$ cat src/rtl/kernel_run_ctrl.sv
// Run sequencer: drives ap_ctrl_hs for NUM_RUNS kernel executions, folds output-stream
// writes into a 32-bit signature per run and shifts it out as 8 nibbles on the board pins.
module kernel_run_ctrl #(
  parameter int NUM_RUNS   = 2,
  parameter int CNT_W      = 6,
  parameter int DATA_W     = 32,
  parameter int GAP_CYCLES = 16
) (
  input  logic              ap_clk,
  input  logic              ap_rst_n,
  input  logic              enable,
  output logic              k_ap_start,
  input  logic              k_ap_ready,
  input  logic              k_ap_done,
  input  logic              d_out_write,
  input  logic [DATA_W-1:0] d_out_din,
  output logic              probe_out,
  output logic [3:0]        data_out,
  output logic              data_valid,
  output logic [CNT_W-1:0]  run_cnt,
  output logic              busy,
  output logic              all_done
);

  localparam int GW = (GAP_CYCLES > 1) ? $clog2(GAP_CYCLES) : 1;

  typedef enum logic [2:0] {IDLE, START, WAIT_DONE, REPORT, GAP, FINISH} state_t;

  typedef struct packed {
    logic       vld;
    logic [3:0] nib;
  } rpt_t;

  state_t            state;
  rpt_t              rpt;
  logic [DATA_W-1:0] sig, sig_nx, shreg;
  logic [2:0]        rpt_cnt;
  logic [GW-1:0]     gap_cnt;
  logic              run_st, done_acc;

  assign data_out   = rpt.nib;
  assign data_valid = rpt.vld;

  assign run_st   = (state == START) || (state == WAIT_DONE);
  // done only counts once the kernel has taken the start (ready seen this cycle or earlier)
  assign done_acc = k_ap_done && (((state == START) && k_ap_ready) || (state == WAIT_DONE));

  always_comb begin
    sig_nx = sig;
    if (run_st && d_out_write)
      sig_nx = {sig[DATA_W-2:0], sig[DATA_W-1]} ^ d_out_din;
  end

  always_ff @(posedge ap_clk or negedge ap_rst_n) begin
    if (!ap_rst_n) begin
      state      <= IDLE;
      k_ap_start <= 1'b0;
      probe_out  <= 1'b0;
      rpt        <= '0;
      run_cnt    <= '0;
      busy       <= 1'b0;
      all_done   <= 1'b0;
      sig        <= '0;
      shreg      <= '0;
      rpt_cnt    <= '0;
      gap_cnt    <= '0;
    end else begin
      sig <= sig_nx;
      case (state)
        IDLE: if (enable) begin
          state      <= START;
          k_ap_start <= 1'b1;
          busy       <= 1'b1;
          run_cnt    <= '0;
          sig        <= '0;
        end
        START, WAIT_DONE: begin
          if (done_acc) begin
            state      <= REPORT;
            k_ap_start <= 1'b0;
            probe_out  <= ~probe_out;
            if (run_cnt != '1) run_cnt <= run_cnt + CNT_W'(1);
            rpt        <= '{vld: 1'b1, nib: sig_nx[DATA_W-1 -: 4]};
            shreg      <= {sig_nx[DATA_W-5:0], 4'h0};
            rpt_cnt    <= '0;
          end else if ((state == START) && k_ap_ready) begin
            state      <= WAIT_DONE;
            k_ap_start <= 1'b0;
          end
        end
        REPORT: begin
          rpt_cnt <= rpt_cnt + 3'd1;
          if (rpt_cnt == 3'd7) begin
            state   <= GAP;
            rpt     <= '0;
            gap_cnt <= '0;
          end else begin
            rpt   <= '{vld: 1'b1, nib: shreg[DATA_W-1 -: 4]};
            shreg <= {shreg[DATA_W-5:0], 4'h0};
          end
        end
        GAP: begin
          if (gap_cnt == GW'(GAP_CYCLES - 1)) begin
            if (run_cnt == CNT_W'(NUM_RUNS)) begin
              state    <= FINISH;
              busy     <= 1'b0;
              all_done <= 1'b1;
            end else if (enable) begin
              state      <= START;
              k_ap_start <= 1'b1;
              sig        <= '0;
            end else begin
              state <= IDLE;
              busy  <= 1'b0;
            end
          end else begin
            gap_cnt <= gap_cnt + GW'(1);
          end
        end
        FINISH: if (!enable) begin
          state    <= IDLE;
          all_done <= 1'b0;
        end
        default: state <= IDLE;
      endcase
    end
  end

endmodule

$ cat config.mk
export PLATFORM = sky130hd
export DESIGN_NAME = kernel_run_ctrl
export DESIGN_NICKNAME = d
export VERILOG_FILES = /design/src/rtl/kernel_run_ctrl.sv
export SDC_FILE = /design/constraint.sdc
export NUM_CORES = 1
export LEC_CHECK = 0
export BUFFER_PORTS_ARGS = -buffer_cell sky130_fd_sc_hd__buf_2
export CORE_ASPECT_RATIO = 2
export CORE_MARGIN = 2
export CORE_UTILIZATION = 58
export DETAILED_ROUTE_END_ITERATION = 8
export GPL_TIMING_DRIVEN = 0
export PLACE_DENSITY = 0.86
export SLEW_MARGIN = 30
export SYNTH_ARGS = -nofsm -noshare
export SYNTH_HDL_FRONTEND = slang
export SYNTH_SLANG_ARGS = --single-unit
$ cat constraint.sdc
create_clock -name ap_clk -period 2.2 [get_ports ap_clk]
set_input_delay 0.11 -clock ap_clk [delete_from_list [all_inputs] [get_ports ap_clk]]
set_output_delay 0.11 -clock ap_clk [all_outputs]
set_load 0.01 [all_outputs]
After elaboration in Yosys (flattened, before gate mapping)
Cells that the tools add are included.

operators by class
  equality and inequality tests = 21
  mux-type cells = 43
  add/sub/neg operators = 3
  reduce and logical (&&, ||, !) cells = 22
  bitwise operators = 2

operators by type and width
  cell                 count
  $mux 32              6
  $pmux 32 s2          2
  $xor 32x32->32       1
  $mux 3               8
  $ne 2x2->1 const B   10
  $mux 6               3
  $reduce_and 4->1     4
  $pmux 3 s5           1
  $mux 1               12
  $pmux 6 s2           1
  $mux 5               2
  $pmux 5 s2           1
  $reduce_bool 2->1    5
  $eq 3x3->1 const B   3
  $mux 4               2
  $pmux 4 s2           1
  $add 6x1->6 const B  1
  $eq 3x2->1 const B   2
  $eq 6x2->1 const B   1
  $ne 3x3->1 const B   2
  $ne 6x6->1 const B   1
  $pmux 3 s2           1
  $reduce_and 3->1     2
  $reduce_and 5->1     1
  other kinds (13)     18

storage, ports and cells
  register bits after elaboration = 89
  output and inout port bits = 15

Depth between registers and ports, before layout
  depth after elaboration = 8
  mapped depth = 7
  depth with buffers taken out = 6

Least setup slack after synthesis
No wires, ideal clock.

  path kind = register -> register
  start point = reg rpt_cnt[0]
  end point = reg state[0]
  clock period less this slack = 1.771 ns
  slack = 0.429 ns
  cell stages (with the launch flop) = 8
  buffers on the path = 1
  arrival time = 1.646 ns
  path through = dfrtp_1 > ha_1 > ha_1 > buf_2 > nand3b_1 > a21oi_1 > a2111oi_4 > mux2_2

between the ends
  longest elaborated chain between the ends = 3

RTL lines
  element                     RTL line  RTL
  start, declared             37        logic [2:0] rpt_cnt;
  start signal, assigned      92        rpt_cnt <= rpt_cnt + 3'd1;
  $eq 3x3->1                  93        if (rpt_cnt == 3'd7) begin
  $ne 2x2->1 (no line)        n/a
  $reduce_and 5->1 (no line)  n/a
  end signal, assigned        94        state <= GAP;
  end signal, assigned        105       state <= FINISH;
  end signal, assigned        109       state <= START;
  end, declared               34        state_t state;

No other way between the ends.
A chain may end at the register's enable or synchronous reset.

Worst setup path after layout
  start point = reg run_cnt[0]
  end point = reg sig[6]

between the ends
  longest elaborated chain between the ends = 4

RTL lines
  element                 RTL line  RTL
  start, declared         20        output logic [CNT_W-1:0] run_cnt,
  start signal, assigned  82        if (run_cnt != '1) run_cnt <= run_cnt + CNT_W'(1);
  $eq 6x2->1              104       if (run_cnt == CNT_W'(NUM_RUNS)) begin
  $mux 32                 104
  $mux 32                 103       if (gap_cnt == GW'(GAP_CYCLES - 1)) begin
  $pmux 32 s2             69        case (state)
  end signal, assigned    68        sig <= sig_nx;
  end, declared           36        logic [DATA_W-1:0] sig, sig_nx, shreg;

No other way between the ends.

==> reports/qor.yml <==
global_route:
  grt_pass1_wl_mm: 16.46
  grt_use_total_pct: 26.61
  grt_pass1_vias: 3387
  grt_overflow: 0
  grt_max_degree: 73
  antenna_found_initial: 0
setup_path:
  arrival_ns: 2.37
  critPathLaunchType: "flip-flop"
  crit_fanout: 10
  cp.required_ns: 2.46
  worstSetupPathType: "reg2reg"
  cp-end-kind: "flip-flop"
timing:
  worstMarginPinSlew_ns: 0.6079
  setup_viol: 0
  tns_ns: 0
  fin_crit_ns: 2.103
  fmax_mhz: 475.6
  skew_ns: 0.006178
  fin_crit_sh_pct: 95.58
  slew_headroom_pct: 59.47
  whs_ns: 0.1306
  finalWorstSetupSlack_ns: 0.09725
  hold_violations: 0
  slew_viol_final: 0
logic_synthesis:
  yosysTopAreaCellShare_pct: 48.72
  synthesis.nets: 426
  synth_edf_count: 0
  synth_area_leaders: "dfrtp_1 49%, mux2i_1 16%, xor2_1 6.4%"
  synth.ff_latch_count: 85
  syn_avg_cell_area_um2: 11.40
  synth-warning-count: 0
  synth-seq-area-share_pct: 48.72
  yosys.cell_types.count: 52
  async_reset_ff_share_pct: 100.0
  yosysTopAreaCell: "dfrtp_1"
  netlist_instances: 383
  ys.flop_type: "dfrtp_1"
  synthesis.area_mm2: 0.004365
placement:
  place_congestion: 0.8662
  hpwl_mm: 7.462
  pre_cts_ws_ns: -0.08250
  portBuffers: 52
floorplanning:
  start_util_pct: 60.07
  coreArea_mm2: 0.007267
  die_h_um: 126.7
  row_count: 44
  die_w_um: 65.35
  io_pins: 53
  die-area_mm2: 0.008279
layout:
  area_growth_pct: 15.51
  n_fill_cell: 574
  layout.nets: 491
  mostFrequentLayoutCell: "dfrtp_1"
  drive_gt1_share_pct: 21.38
  insertedDiodeCount: 0
  final_util_pct: 69.39
  layout_common_cells: "85 x dfrtp_1, 69 x mux2i_1, 60 x buf_2"
cts:
  cts.sinks: 85
  clkLatencyLatePin_ns: 0.34
  clk_path_buf_depth: 2
  cts_max_level: 3
  cts_buffers: 9
  root_buffer: "clkbuf_16"
  tritoncts: "done"
  clk_pin_slew_ns: 0.06
  post_cts_buffers: 0
flow_run:
  drv_cap: 0
detailed_routing:
  routed_wl_mm: 10.36
  ant_nets: 0
  vias: 3264
  via_per_inst: 6.033
  drt_iter0_drc: 245
  wl_per_cell_um: 19.16
  firstDrtPassIters: 5
  drc: 0
min_path:
  hold_path.class: "in2reg"
power:
  p_total_w: 0.007234
  irDropWorstVdd_v: 0.0008214
  power.density_mw_per_mm2: 1435
  leakagePower_nw: 2.439
status:
  outcome: "finished, final reports clean"
[synthesized netlist by cell type (all sizes together) (4+ instances only)]
| library cell | number |
|---|---|
| dfrtp | 85 |
| mux2i | 69 |
| nor2 | 37 |
| xor2 | 32 |
| buf | 20 |
| o211ai | 18 |
| nand2 | 17 |
| nand3 | 17 |
| o21ai | 14 |
| inv | 7 |
| o2bb2ai | 6 |
| a31oi | 5 |
| ha | 5 |
| nor3b | 5 |
| and3 | 4 |
| nor3 | 4 |
[critical path, cell delays in order, from the launching register on]
cell and delay [ns]:
dfrtp_1 0.43, inv_1 0.12, ha_1 0.16, nor4b_2 0.48, and2_1 0.31, a211oi_4 0.11, buf_2 0.26, nor2_1 0.14
[flip-flops by register name, summed over array words and instances, names as in the netlist]
name,flops
data_out,4
run_cnt,6
sig,32
all_done,1
data_valid,1
busy,1
probe_out,1
shreg,28
state,3
rpt_cnt,3
gap_cnt,4
k_ap_start,1
[logic make-up after synthesis]
kind of cell | Yosys count | share of synthesized area [%]
buffers and inverters | 30 | 4.156
DFF | 85 | 48.72
adders and majority gates | 5 | 1.433
AOI/OAI and AO/OA | 58 | 9.974
and+or+nand+nor | 99 | 12.18
xor gates and xnor gates | 35 | 7.194
muxes | 71 | 16.34
[per-stage QoR]
step / cell area [um2] / instances
floorplan: 4365 / 383
global placement: 4741 / 527
detailed placement: 4775 / 528
CTS: 5027 / 541
global route: 5042 / 541
finish: 5042 / 541
[layer usage]
| metal | GRT usage (%) | wire length, um | vias to the layer above |
|---|---|---|---|
| li1 | - | - | 1490 |
| met1 | 28.68 | 3724 | 1631 |
| met2 | 48.38 | 5863 | 112 |
| met3 | 4.344 | 434 | 31 |
| met4 | 13.73 | 342 | 0 |
| met5 | 0 | 0 | - |
[power breakdown]
part           switching (W)  internal [W]  total, W
Sequential          0.000457       0.00219   0.00265
Clock               0.000557      0.000740   0.00130
Combinational        0.00188       0.00141   0.00329
Total                0.00289       0.00434   0.00723
[layout make-up]
cell class | instances | area [um2] | share of cell area [%]
inverters | 7 | 26.28 | 0.5211
repair buffers | 54 | 304.0 | 6.030
plain buffers | 23 | 157.7 | 3.127
clock buffers | 12 | 236.5 | 4.690
well taps | 92 | 115.1 | 2.283
flip-flops and latches | 85 | 2127 | 42.18
multi-input cells | 268 | 2076 | 41.17
[worst paths after layout]
check / startpoint / to / slack (ns) / cells after the start
setup / recovery: run_cnt[0] / sig[6] / 0.1 / 7
hold / removal: enable / all_done / 0.13 / 3
setup reg to reg: run_cnt[0] / sig[6] / 0.1 / 7
hold reg to reg: probe_out / probe_out / 0.47 / 1
max in group asynchronous: ap_rst_n / sig[2] / 1.46 / 3
min in group asynchronous: ap_rst_n / gap_cnt[2] / 0.16 / 2
[repair_timing]
item / CTS / global route
pin swaps: 0 / 0
gates cloned: 0 / 0
endpoints found under the setup margin: 30 / 29
hold buffers: 1 / 0
endpoints found under the hold margin: 85 / 0
resized for setup: 1 / 3
Note: power is estimated with default switching activity, not from simulation.
